==> src/rtl/gemm_pkg.sv <==
// Shared state encoding and counter-width helper for the GEMM stream engine.
package gemm_pkg;

    typedef enum logic [2:0] {
        IDLE,
        LOAD_A,
        LOAD_B,
        COMPUTE,
        DRAIN
    } state_t;

    // Ceiling log2, never less than 1 so a dimension of 1 still gets a real counter bit.
    function automatic int unsigned clog2(input int unsigned n);
        int unsigned w;
        w = 0;
        for (int unsigned v = 1; v < n; v = v << 1) begin
            w++;
        end
        return (w == 0) ? 1 : w;
    endfunction

endpackage

==> src/rtl/gemm_mac.sv <==
// Multiply-accumulate unit: one product per enabled cycle into a registered accumulator.
module gemm_mac #(
    parameter int DATA_WIDTH = 16,
    parameter int ACC_WIDTH  = 40,
    parameter int SIGNED     = 1
) (
    input  logic                  clk,
    input  logic                  reset_n,
    input  logic [DATA_WIDTH-1:0] a,
    input  logic [DATA_WIDTH-1:0] b,
    input  logic                  clr_load,
    input  logic                  en,
    output logic [ACC_WIDTH-1:0]  sum
);

    logic [2*DATA_WIDTH-1:0] prod;
    logic [ACC_WIDTH-1:0]    ext;
    logic [ACC_WIDTH-1:0]    acc;

    // Product and its extension to accumulator width; sum is the value acc takes when enabled.
    always_comb begin
        if (SIGNED != 0) begin
            prod = $signed(a) * $signed(b);
            ext  = ACC_WIDTH'($signed(prod));
        end else begin
            prod = a * b;
            ext  = ACC_WIDTH'(prod);
        end
        sum = clr_load ? ext : acc + ext;
    end

    // Accumulator register.
    always_ff @(posedge clk or negedge reset_n) begin
        if (!reset_n) begin
            acc <= '0;
        end else if (en) begin
            acc <= sum;
        end
    end

endmodule

==> src/rtl/gemm_stream_engine.sv <==
// Streaming GEMM engine: loads A then B from one word stream, runs one MAC per cycle,
// and emits C row-major through a one-entry result slot with backpressure.
module gemm_stream_engine
    import gemm_pkg::*;
#(
    parameter int DATA_WIDTH = 16,
    parameter int ACC_WIDTH  = 40,
    parameter int M          = 4,
    parameter int K          = 4,
    parameter int N          = 4,
    parameter int SIGNED     = 1,
    parameter int SATURATE   = 1
) (
    input  logic                  clk,
    input  logic                  reset_n,
    input  logic                  start,
    output logic                  busy,
    output logic                  done,
    input  logic                  in_valid,
    output logic                  in_ready,
    input  logic [DATA_WIDTH-1:0] in_data,
    output logic                  out_valid,
    input  logic                  out_ready,
    output logic [DATA_WIDTH-1:0] out_data,
    output logic                  out_last,
    output logic                  ovf
);

    localparam int unsigned IW = clog2(M);
    localparam int unsigned JW = clog2(N);
    localparam int unsigned KW = clog2(K);
    localparam int unsigned AW = clog2(M * K);
    localparam int unsigned BW = clog2(K * N);
    localparam int unsigned CW = clog2((M * K > K * N) ? M * K : K * N);

    localparam logic [IW-1:0] I_LAST = IW'(M - 1);
    localparam logic [JW-1:0] J_LAST = JW'(N - 1);
    localparam logic [KW-1:0] K_LAST = KW'(K - 1);
    localparam logic [CW-1:0] A_LAST = CW'(M * K - 1);
    localparam logic [CW-1:0] B_LAST = CW'(K * N - 1);

    state_t state, state_nxt;

    logic [CW-1:0]         in_cnt;
    logic [IW-1:0]         i_idx;
    logic [JW-1:0]         j_idx;
    logic [KW-1:0]         k_idx;
    logic [DATA_WIDTH-1:0] a_mem [M*K];
    logic [DATA_WIDTH-1:0] b_mem [K*N];

    logic                  in_fire, out_fire;
    logic                  k_last, elem_last, mac_en, slot_wr;
    logic [ACC_WIDTH-1:0]  sum;
    logic [DATA_WIDTH-1:0] red_data;
    logic                  red_ovf;

    assign busy      = (state != IDLE);
    assign in_ready  = (state == LOAD_A) || (state == LOAD_B);
    assign in_fire   = in_valid & in_ready;
    assign out_fire  = out_valid & out_ready;
    assign k_last    = (k_idx == K_LAST);
    assign elem_last = (i_idx == I_LAST) && (j_idx == J_LAST);
    // The MAC only stalls on the cycle that would complete an element into a slot that stays full.
    assign mac_en    = (state == COMPUTE) && (!k_last || !out_valid || out_ready);
    assign slot_wr   = mac_en && k_last;

    gemm_mac #(
        .DATA_WIDTH (DATA_WIDTH),
        .ACC_WIDTH  (ACC_WIDTH),
        .SIGNED     (SIGNED)
    ) u_mac (
        .clk      (clk),
        .reset_n  (reset_n),
        .a        (a_mem[AW'(i_idx * K + k_idx)]),
        .b        (b_mem[BW'(k_idx * N + j_idx)]),
        .clr_load (k_idx == '0),
        .en       (mac_en),
        .sum      (sum)
    );

    // Reduce the accumulator to a result word; the same bits flag both clamp and truncation loss.
    always_comb begin
        red_data = sum[DATA_WIDTH-1:0];
        if (SIGNED != 0) begin
            red_ovf = !(&sum[ACC_WIDTH-1:DATA_WIDTH-1]) && (|sum[ACC_WIDTH-1:DATA_WIDTH-1]);
            if ((SATURATE != 0) && red_ovf) begin
                red_data = sum[ACC_WIDTH-1] ? {1'b1, {(DATA_WIDTH-1){1'b0}}}
                                            : {1'b0, {(DATA_WIDTH-1){1'b1}}};
            end
        end else begin
            red_ovf = |sum[ACC_WIDTH-1:DATA_WIDTH];
            if ((SATURATE != 0) && red_ovf) begin
                red_data = '1;
            end
        end
    end

    // State register.
    always_ff @(posedge clk or negedge reset_n) begin
        if (!reset_n) begin
            state <= IDLE;
        end else begin
            state <= state_nxt;
        end
    end

    // Next-state logic.
    always_comb begin
        state_nxt = state;
        case (state)
            IDLE:    if (start) state_nxt = LOAD_A;
            LOAD_A:  if (in_fire && in_cnt == A_LAST) state_nxt = LOAD_B;
            LOAD_B:  if (in_fire && in_cnt == B_LAST) state_nxt = COMPUTE;
            COMPUTE: if (slot_wr && elem_last) state_nxt = DRAIN;
            DRAIN:   if (out_fire && out_last) state_nxt = IDLE;
            default: state_nxt = IDLE;
        endcase
    end

    // Counters, result slot, sticky overflow and done pulse.
    always_ff @(posedge clk or negedge reset_n) begin
        if (!reset_n) begin
            in_cnt    <= '0;
            i_idx     <= '0;
            j_idx     <= '0;
            k_idx     <= '0;
            out_valid <= 1'b0;
            out_data  <= '0;
            out_last  <= 1'b0;
            ovf       <= 1'b0;
            done      <= 1'b0;
        end else begin
            done <= (state == DRAIN) && out_fire && out_last;
            if (state == IDLE && start) begin
                in_cnt <= '0;
                i_idx  <= '0;
                j_idx  <= '0;
                k_idx  <= '0;
                ovf    <= 1'b0;
            end
            if (in_fire) begin
                if ((state == LOAD_A && in_cnt == A_LAST) || (state == LOAD_B && in_cnt == B_LAST)) begin
                    in_cnt <= '0;
                end else begin
                    in_cnt <= in_cnt + 1'b1;
                end
            end
            if (mac_en) begin
                if (!k_last) begin
                    k_idx <= k_idx + 1'b1;
                end else begin
                    k_idx <= '0;
                    if (j_idx != J_LAST) begin
                        j_idx <= j_idx + 1'b1;
                    end else begin
                        j_idx <= '0;
                        i_idx <= (i_idx == I_LAST) ? '0 : i_idx + 1'b1;
                    end
                end
            end
            // A write wins over a drain in the same cycle, so the slot refills with no bubble.
            if (slot_wr) begin
                out_valid <= 1'b1;
                out_data  <= red_data;
                out_last  <= elem_last;
                if (red_ovf) ovf <= 1'b1;
            end else if (out_fire) begin
                out_valid <= 1'b0;
                out_last  <= 1'b0;
            end
        end
    end

    // Operand buffers; contents need no reset.
    always_ff @(posedge clk) begin
        if (in_fire && state == LOAD_A) a_mem[in_cnt[AW-1:0]] <= in_data;
        if (in_fire && state == LOAD_B) b_mem[in_cnt[BW-1:0]] <= in_data;
    end

endmodule

==> config.mk <==
export PLATFORM = sky130hd
export DESIGN_NAME = gemm_stream_engine
export DESIGN_NICKNAME = d
export VERILOG_FILES = /design/src/rtl/gemm_pkg.sv /design/src/rtl/gemm_mac.sv /design/src/rtl/gemm_stream_engine.sv
export SDC_FILE = /design/constraint.sdc
export NUM_CORES = 1
export LEC_CHECK = 0
export CORE_ASPECT_RATIO = 1.2
export CORE_MARGIN = 1
export CORE_UTILIZATION = 65
export CTS_BUF_LIST = sky130_fd_sc_hd__clkbuf_8
export DETAILED_ROUTE_END_ITERATION = 10
export PLACE_DENSITY_LB_ADDON = 0.3
export SYNTH_ARGS = -nofsm -noshare
export SYNTH_HDL_FRONTEND = slang
export SYNTH_SLANG_ARGS = --single-unit
==> constraint.sdc <==
create_clock -name clk -period 28.5 [get_ports clk]
set_input_delay 4.275 -clock clk [delete_from_list [all_inputs] [get_ports clk]]
set_output_delay 4.275 -clock clk [all_outputs]
set_load 0.01 [all_outputs]
# After elaboration in Yosys (flattened, before gate mapping)
# Memory sizes are Yosys's and may differ from the RTL's.
# Cells that the tools add are included.
[classes]
n_addsub = 7
muxes = 34
bitwise = 2
n_reduce_logical = 30
n_mul = 1
eq_ne = 14
[op_table]
columns = ["op", "count"]
rows = [
  ["40-bit adder", 1],
  ["40-bit two-way mux", 1],
  ["16-bit by 16-bit multiplier with 32-bit output", 1],
  ["16-bit two-way mux", 2],
  ["25-bit AND reduction", 1],
  ["25-bit OR reduction", 1],
  ["2-bit two-way mux", 12],
  ["3-bit two-way mux", 5],
  ["3-bit case mux with 5 select lines", 1],
  ["1-bit logical AND", 14],
  ["4-bit two-way mux", 3],
  ["1-bit two-way mux", 10],
  ["2-bit != test (second input constant)", 5],
  ["4-bit by 2-bit adder with 4-bit output", 2],
  ["2-bit by 1-bit adder with 2-bit output (second input constant)", 3],
  ["2-bit equality test (second input constant)", 3],
  ["3-bit by 2-bit equality test with 1-bit output (second input constant)", 2],
  ["2-bit nonzero test", 3],
  ["5-bit AND reduction", 1],
  ["4-bit by 1-bit adder with 4-bit output (second input constant)", 1],
  ["4-bit equality test (second input constant)", 1],
  ["1-bit logical OR", 4],
  ["3-bit by 1-bit equality test with 1-bit output (second input constant)", 1],
  ["3-bit equality test (second input constant)", 1],
  ["other kinds (6)", 9],
]
[totals]
mem_bits_rw = 512
output_inout_bits = 22
mem_count = 2
regBits = 73
input_bits = 21
[memory_table]
columns = ["memory", "depth", "word_bits", "rd", "rd_clocked_by_memory_dff", "wr", "line", "source"]
rows = [
  ["a_mem", 16, 16, 1, 0, 1, "gemm_stream_engine.sv:48", "logic [DATA_WIDTH-1:0] a_mem [M*K];"],
  ["b_mem", 16, 16, 1, 0, 1, "gemm_stream_engine.sv:49", "logic [DATA_WIDTH-1:0] b_mem [K*N];"],
]

# Depth between registers and ports, before layout
# Gate-level depths: netlist of run 1.
# An unclocked memory read counts as a cell.
[depth]
word_depth = 10
ltp_mapped = 44

# Hierarchy
# A second synthesis of run 1 with hierarchy kept.
[unflattened]
cells_unflattened = 2526
area_unflattened_um2 = 35282.6
[by_module_without_submodules]
columns = ["module", "n_inst", "area_per_inst_um2", "cells_per_inst"]
rows = [
  ["gemm_stream_engine", 1, 21171.6, 944],
  ["gemm_mac", 1, 14111.0, 1582],
]

# Worst setup path before layout of run 1
# No wires, ideal clock.
[synth_path]
path_kind = "flip-flop to flip-flop"
from = "reg k_idx[0]"
to = "reg out_data[11]"
setup_ps = 76
required_ps = 28424
path_stages_with_launch = 37
setup_slack_ps = 17193
arrival_time_ps = 11231
path_buffers = 5
cell_sequence = "dfrtp_1 > clkbuf_1 > buf_2 > clkbuf_1 > buf_1 > mux4_2 > mux2_2 > o21ai_1 > nor2_1 > fa_1 > inv_1 > fa_1 > fa_1 > fa_1 > inv_1 > fa_1 > inv_1 > fa_1 > inv_1 > ha_1 > nand2_1 > or4b_2 > a21o_1 > a211oi_1 > ha_1 > and2_1 > o21ai_2 > a21oi_2 > a221o_1 > a2111oi_2 > a311oi_1 > or4_1 > o41a_1 > nor4b_4 > a31oi_2 > buf_6 > o21ai_1"
[synth_between]
elab_chain_cells = 9
elab_cells_between_ends = 20
[synth_rtl]
columns = ["element", "line", "source"]
rows = [
  ["from (decl)", "gemm_stream_engine.sv:47", "logic [KW-1:0] k_idx;"],
  ["from (signal assigned)", "gemm_stream_engine.sv:150", "k_idx <= k_idx + 1'b1;"],
  ["4-bit by 2-bit adder with 4-bit output, on equally long branches", "gemm_stream_engine.sv:74, gemm_stream_engine.sv:75", ""],
  ["memory read 16 x 16 bit, on equally long branches", "-", ""],
  ["16-bit by 16-bit multiplier with 32-bit output", "gemm_mac.sv:23", "prod = $signed(a) * $signed(b);"],
  ["40-bit adder", "gemm_mac.sv:29", "sum = clr_load ? ext : acc + ext;"],
  ["40-bit two-way mux", "gemm_mac.sv:29", ""],
  ["25-bit AND reduction", "gemm_stream_engine.sv:85", "red_ovf = !(&sum[ACC_WIDTH-1:DATA_WIDTH-1]) && (|sum[ACC_WIDTH-1:DATA_WIDTH-1]);"],
  ["1-bit logical NOT", "gemm_stream_engine.sv:85", ""],
  ["1-bit logical AND", "gemm_stream_engine.sv:85", ""],
  ["16-bit two-way mux", "gemm_stream_engine.sv:86", "if ((SATURATE != 0) && red_ovf) begin"],
  ["to (signal assigned)", "gemm_stream_engine.sv:164", "out_data <= red_data;"],
  ["to (decl)", "gemm_stream_engine.sv:24", "output logic [DATA_WIDTH-1:0] out_data,"],
]
# Parallel ways exist; a longest one is shown, timed or not.
# A chain may end at the register's enable or synchronous reset.

# Worst setup path in the final report of run 1
[layout_path]
from = "reg k_idx[0]"
to = "reg out_data[1]"
# Same word-level chain as after synthesis.

==> results.py, run 1 <==
metrics = {
    "min_path": {
        "worstHoldStart": "out_data[10]",
        "hold_path_depth": 2,
        "hold_class": "flop to flop",
        "holdPathEnd": "out_data[10]",
    },
    "critical_path": {
        "crit_required_ps": 29030,
        "cp_max_fo": 46,
        "r2r_cells": 32,
        "worstReg2RegStart": "k_idx[0]",
        "r2r_slack_ps": 14640,
        "crit_path_frequent_cell": "fa_1",
        "worst_path_largest_cell_delay_ps": 940,
        "start_kind": "flop",
        "cp-end-kind": "flop",
        "path_class": "flop to flop",
        "r2r_end": "out_data[1]",
        "crit_path_top_delay_cell": "dfrtp_4",
        "arrival_ps": 14400,
    },
    "sta": {
        "period_needed_ps": 13860,
        "setup_viol": 0,
        "rsz0062_at_grt": "no",
        "hold_viol_final": 0,
        "fin_setup_tns_ps": 0,
        "finalMaxSlewViolations": 0,
        "finalCritPeriodShare_pct": 48.6,
        "tightestPinTransition_ps": 1320,
        "max-slew-margin-rel_pct": 11.9,
        "finClkSkew_ps": 61.8,
        "fmaxAchievable_ghz": 0.0721,
    },
    "synthesis": {
        "synth_flop_cell": "edfxtp_1",
        "synthesis.area_sq_um": 36100,
        "synth_area_per_cell_sq_um": 12.6,
        "yosysTopAreaCell": "edfxtp_1",
        "ys_seq_elements": 585,
        "synth.area.top_cells": "edfxtp_1 (43%), fa_1 (15%), mux4_2 (8.5%), dfrtp_1 (5.1%), ha_1 (4.5%)",
        "synthArstFlopShare_pct": 12.5,
        "yosysTopAreaCellShare_pct": 42.6,
        "ys_warn_count": 0,
        "seq_area_frac_synth_pct": 47.6,
        "synth_enable_flop_cells": 512,
        "syn-instance-count": 2867,
        "yosysUniqueCellTypes": 88,
        "synth_fp_nets": 3282,
    },
    "detailed_routing": {
        "wl_um": 94800,
        "vias": 23700,
        "wire_per_inst_um": 25.6,
        "ant_nets": 0,
        "routed_via_density": 6.38,
        "drc": 0,
        "dr.pass1.iters": 5,
        "drtIter0Drc": 2577,
    },
    "placement": {
        "port_buffers": 42,
        "gp_congestion": 0.981,
        "dpl.hpwl_um": 68600,
    },
    "floorplanning": {
        "ios": 43,
        "core.rowCount": 94,
        "die_h_um": 260,
        "start_util_pct": 65.8,
        "dieArea_sq_um": 56500,
        "coreArea_sq_um": 54900,
        "dieWidth_um": 217,
    },
    "cells_and_area": {
        "nFillCells": 3620,
        "area_growth_pct": 8.03,
        "layout_commonest_cell": "edfxtp_1",
        "drive_gt1_share_pct": 12.4,
        "nNetsFinal": 3332,
        "most-common-layout-cells": "edfxtp_1 (512), inv_1 (344), nand2_1 (286), nor2_1 (266), fa_1 (263)",
    },
    "status": {
        "outcome": "finished clean",
    },
    "cts": {
        "clkTransAtPathRegs_ps": 60,
        "cts_tree": "done",
        "ctsHoldBuffers": 0,
        "clock-root-buffer": "clkbuf_8",
        "htree_num_levels": 3,
        "worstSkewPairLatency_ps": 700,
        "ctsResizeCount": 0,
        "cts_buffer_depth": 3,
        "cts.sinks": 585,
        "cts_made_buffers": 87,
        "post-cts-setup-buffers": 0,
    },
    "run": {
        "drv_cap": 0,
    },
    "global_route": {
        "grt_pass1_wl_um": 142000,
        "grt_pass1_vias": 24400,
        "grt_overflow": 0,
        "grt_max_degree": 68,
        "antenna_found_initial": 2,
        "grt.total_usage_pct": 34.3,
    },
}
## registers in the layout, indices dropped and copies added, names as in the netlist
| signal | flops |
|---|---|
| done | 1 |
| state | 3 |
| k_idx | 2 |
| in_cnt | 4 |
| out_valid | 1 |
| out_data | 16 |
| i_idx | 2 |
| u_mac.acc | 40 |
| ovf | 1 |
| b_mem | 256 |
| out_last | 1 |
| a_mem | 256 |
| j_idx | 2 |
## how the worst max path moves through the flow
stage,depth (start not counted),startpoint,endpoint
2_1_floorplan,36,k_idx[0],out_data[11]
3_3_place_gp,32,k_idx[0],out_data[14]
3_5_place_dp,32,k_idx[0],out_data[1]
4_1_cts,34,k_idx[0],out_data[1]
5_1_grt,34,k_idx[0],out_data[1]
6_report,32,k_idx[0],out_data[1]
## synth_stat cells (6+ instances only)
cell type / instances
a21oi_1: 93
o31ai_1: 12
and2_1: 27
a31oi_1: 17
buf_2: 9
nor2b_1: 25
nand2b_1: 25
clkbuf_1: 93
nor2_1: 266
dfrtp_1: 73
a31o_2: 6
o21a_1: 22
o21ai_1: 36
and3_1: 18
fa_1: 263
inv_1: 317
nand3_1: 63
mux4_2: 136
edfxtp_1: 512
mux2_2: 20
or2_2: 12
o21ai_0: 74
mux2i_1: 26
o2111ai_1: 10
o211ai_1: 10
xnor2_1: 38
nand4_1: 20
a21o_1: 24
xor2_1: 20
nor3_1: 22
a21boi_0: 6
ha_1: 131
a211oi_1: 18
buf_1: 16
nand2_1: 286
nor4_1: 9
## per-layer routing
metal  global-route usage, %  vias up  routed length [um]  part of all wire (%)
met5                       0        -                   0                     0
met4                    19.3        0                5550                   5.9
met3                    4.44      287                6600                   7.0
met2                    59.4     1187               48200                    51
met1                    41.9    11900               34500                    36
li1                        -    10300                   -                     -
## critical path, delay by kind of cell (launching register included)
family	cells	cell delay (ps)
adder cells (fa/ha/maj)	8	4020
AND/OR/NAND/NOR	9	2740
multiplexers	1	390
AO/OA/AOI/OAI	10	3850
flip-flops	1	940
buffers and inverters	4	1660
## cell type report
cell class | instances | area, sq um | share of cell area (%)
Antenna cell | 1 | 2.50 | 0.00641
Clock buffer | 89 | 1220 | 3.14
Inverter | 319 | 1200 | 3.07
Tap cell | 720 | 901 | 2.31
Multi-Input combinational cell | 1841 | 17300 | 44.3
Timing Repair Buffer | 83 | 726 | 1.86
Clock inverter | 67 | 473 | 1.21
Sequential cell | 585 | 17200 | 44.1
## cell families after synthesis
logic type | synth area share, %
AOI/OAI and AO/OA | 7.45
xor gates and xnor gates | 1.41
adders and majority gates | 19.1
buffers and inverters | 4.68
DFF | 47.6
muxes | 9.82
and+or+nand+nor | 9.92
## stage by stage
| step | cell area (sq um) | utilization, % | setup slack (ps) | hold slack [ps] | instances |
|---|---|---|---|---|---|
| 2_1_floorplan | 36100 | - | 17190 | 452 | 2867 |
| 3_3_place_gp | 37300 | 68.0 | 14850 | 464 | 3548 |
| 3_5_place_dp | 37300 | 68.0 | 14730 | 471 | 3548 |
| 4_1_cts | 39000 | 71.1 | 14710 | 487 | 3704 |
| 5_1_grt | 39000 | 71.1 | 13750 | 515 | 3705 |
| 6_report | 39000 | 71.1 | 14640 | 485 | 3705 |
Power of run 1 is left out: the tool's default activity adds up to more than one toggle a clock period on the data nets, which glitch-free logic cannot reach.
==> run 2, diff against run 1 <==
- clock period: 28.5 -> 13.4 ns (I/O delays scaled with it)
==> run 2 against run 1 <==
Net effect: sequential share of layout area decreased by 0.26 points; via count increased by 0.94%; utilization increased by 0.42 points; worst setup slack got worse by 14000 ps; non-clock buffer count increased by 24; routed wire length increased by 1.5%; global-route usage increased by 0.90 points; first-iteration DRC count decreased by 8.4%; final cell count increased by 0.78%; register-to-register slack got worse by 14000 ps; flip-flop and latch count unchanged; critical endpoint is now out_data[3].
==> results.py, run 2 (synthesized netlist as in run 1, its figures left out) <==
metrics = {
    "run": {
        "drv_cap": 0,
    },
    "detailed_routing": {
        "dr.pass1.iters": 5,
        "wl_um": 96200,
        "routed-wl-met3_um": 7350,
        "topRoutingLayerUsed": "met4",
        "drtIter0Drc": 2361,
        "vias": 23900,
        "routed_via_density": 6.40,
        "wire_per_inst_um": 25.8,
        "drt-met1-wl_um": 33900,
        "wl_met2_um": 49000,
        "ant_nets": 0,
        "drc": 0,
    },
    "floorplanning": {
        "die_h_um": 260,
        "ios": 43,
        "dieArea_sq_um": 56500,
        "start_util_pct": 65.8,
        "dieWidth_um": 217,
        "core.rowCount": 94,
        "coreArea_sq_um": 54900,
    },
    "cells_and_area": {
        "drive_gt1_share_pct": 13.1,
        "area_growth_pct": 8.66,
        "ff_latch_area_sq_um": 17200,
        "most-common-layout-cells": "edfxtp_1 (512), inv_1 (348), nand2_1 (286), nor2_1 (266), fa_1 (263)",
        "multi_input_area_sq_um": 17300,
        "layout_commonest_cell": "edfxtp_1",
        "fin_area_sq_um": 39300,
        "nNetsFinal": 3357,
        "nFillCells": 3663,
        "instances_no_fill": 3734,
    },
    "sta": {
        "hold_viol_final": 0,
        "tightestPinTransition_ps": 1440,
        "fin_setup_tns_ps": 0,
        "period_needed_ps": 12580,
        "finalMaxSlewViolations": 0,
        "finClkSkew_ps": 53.9,
        "rsz0062_at_grt": "no",
        "finalCritPeriodShare_pct": 93.9,
        "fin_ws_ps": 818,
        "setup_viol": 0,
        "max-slew-margin-rel_pct": 4.02,
        "fmaxAchievable_ghz": 0.0795,
    },
    "critical_path": {
        "cp_max_fo": 30,
        "start_kind": "flop",
        "crit_path_top_delay_cell": "o21ai_1",
        "cp-end-kind": "flop",
        "path_class": "flop to flop",
        "crit_required_ps": 14030,
        "arrival_ps": 13210,
        "worst_path_largest_cell_delay_ps": 870,
        "crit_path_frequent_cell": "fa_1",
    },
    "global_route": {
        "grt_pass1_wl_um": 145000,
        "grt_max_degree": 68,
        "grt_pass1_vias": 24600,
        "grt_overflow": 0,
        "antenna_found_initial": 2,
        "grt.total_usage_pct": 35.2,
    },
    "placement": {
        "dpl.hpwl_um": 69900,
        "gp_congestion": 0.990,
        "place_area_sq_um": 37500,
        "port_buffers": 42,
        "dp_cells": 3571,
        "place_ws_ps": 707,
    },
    "cts": {
        "worstSkewPairLatency_ps": 720,
        "cts_buffer_depth": 3,
        "clkTransAtPathRegs_ps": 60,
        "clock-root-buffer": "clkbuf_8",
        "cts.sinks": 585,
        "htree_num_levels": 3,
        "cts_tree": "done",
        "ctsHoldBuffers": 0,
        "cts_made_buffers": 88,
    },
    "status": {
        "outcome": "finished clean",
    },
    "min_path": {
        "hold_class": "flop to flop",
    },
}
-- run 2: cell types whose count changed in the layout (fill, tap and decap cells not counted), moves of 2 or more --
cell        before  now
buf_4           42   63
clkbuf_8        89   93
inv_1          344  348
buf_12           0    3
clkinvlp_4       3    0
bufinv_16        5    3
inv_6            2    4
-- run 2: critical path, delay by kind of cell (launching register included) --
| family | cells | cell delay [ps] |
|---|---|---|
| compound gates | 10 | 3860 |
| mux | 2 | 790 |
| buf+inv | 2 | 680 |
| fa+ha+maj | 8 | 3900 |
| simple gates | 9 | 2380 |
| flops | 1 | 830 |
-- run 2: per-stage QoR --
stage	hold WS, ps	utilization [%]
6_report	483	71.5
5_1_grt	512	71.5
4_1_cts	487	71.4
3_5_place_dp	473	68.3
3_3_place_gp	463	68.3
2_1_floorplan	452	-
-- run 2: worst paths after layout --
check / slack, ps / to / start / cells after the start
worst min-delay path: 480 / out_data[6] / out_data[6] / 2
min in group asynchronous: 1150 / u_mac.acc[30] / reset_n / 1
worst min register to register: 480 / out_data[6] / out_data[6] / 2
max in group asynchronous: 11080 / j_idx[0] / reset_n / 2
worst max-delay path: 820 / out_data[3] / j_idx[0] / 31
worst max register to register: 820 / out_data[3] / j_idx[0] / 31
-- run 2: layer usage --
layer	GRT usage [%]	vias to the layer above
li1	-	10300
met1	43.1	12000
met2	59.7	1236
met3	5.56	291
met4	20.8	0
met5	0	-
-- run 2: timing repair --
item / in CTS / in global routing
endpoints found under the setup margin: 0 / 15
gates resized for setup: 0 / 1
setup buffers: 0 / 1
-- run 2: final cells by class --
class / count / area share (%)
diodes: 1 / 0.00637
clock buffers: 93 / 3.26
clock inverters: 68 / 1.08
inverters: 319 / 3.05
multi-input cells: 1841 / 44.1
flip-flops and latches: 585 / 43.8
well taps: 720 / 2.29
repair buffers: 107 / 2.40
Power of run 2 is left out for the same reason.
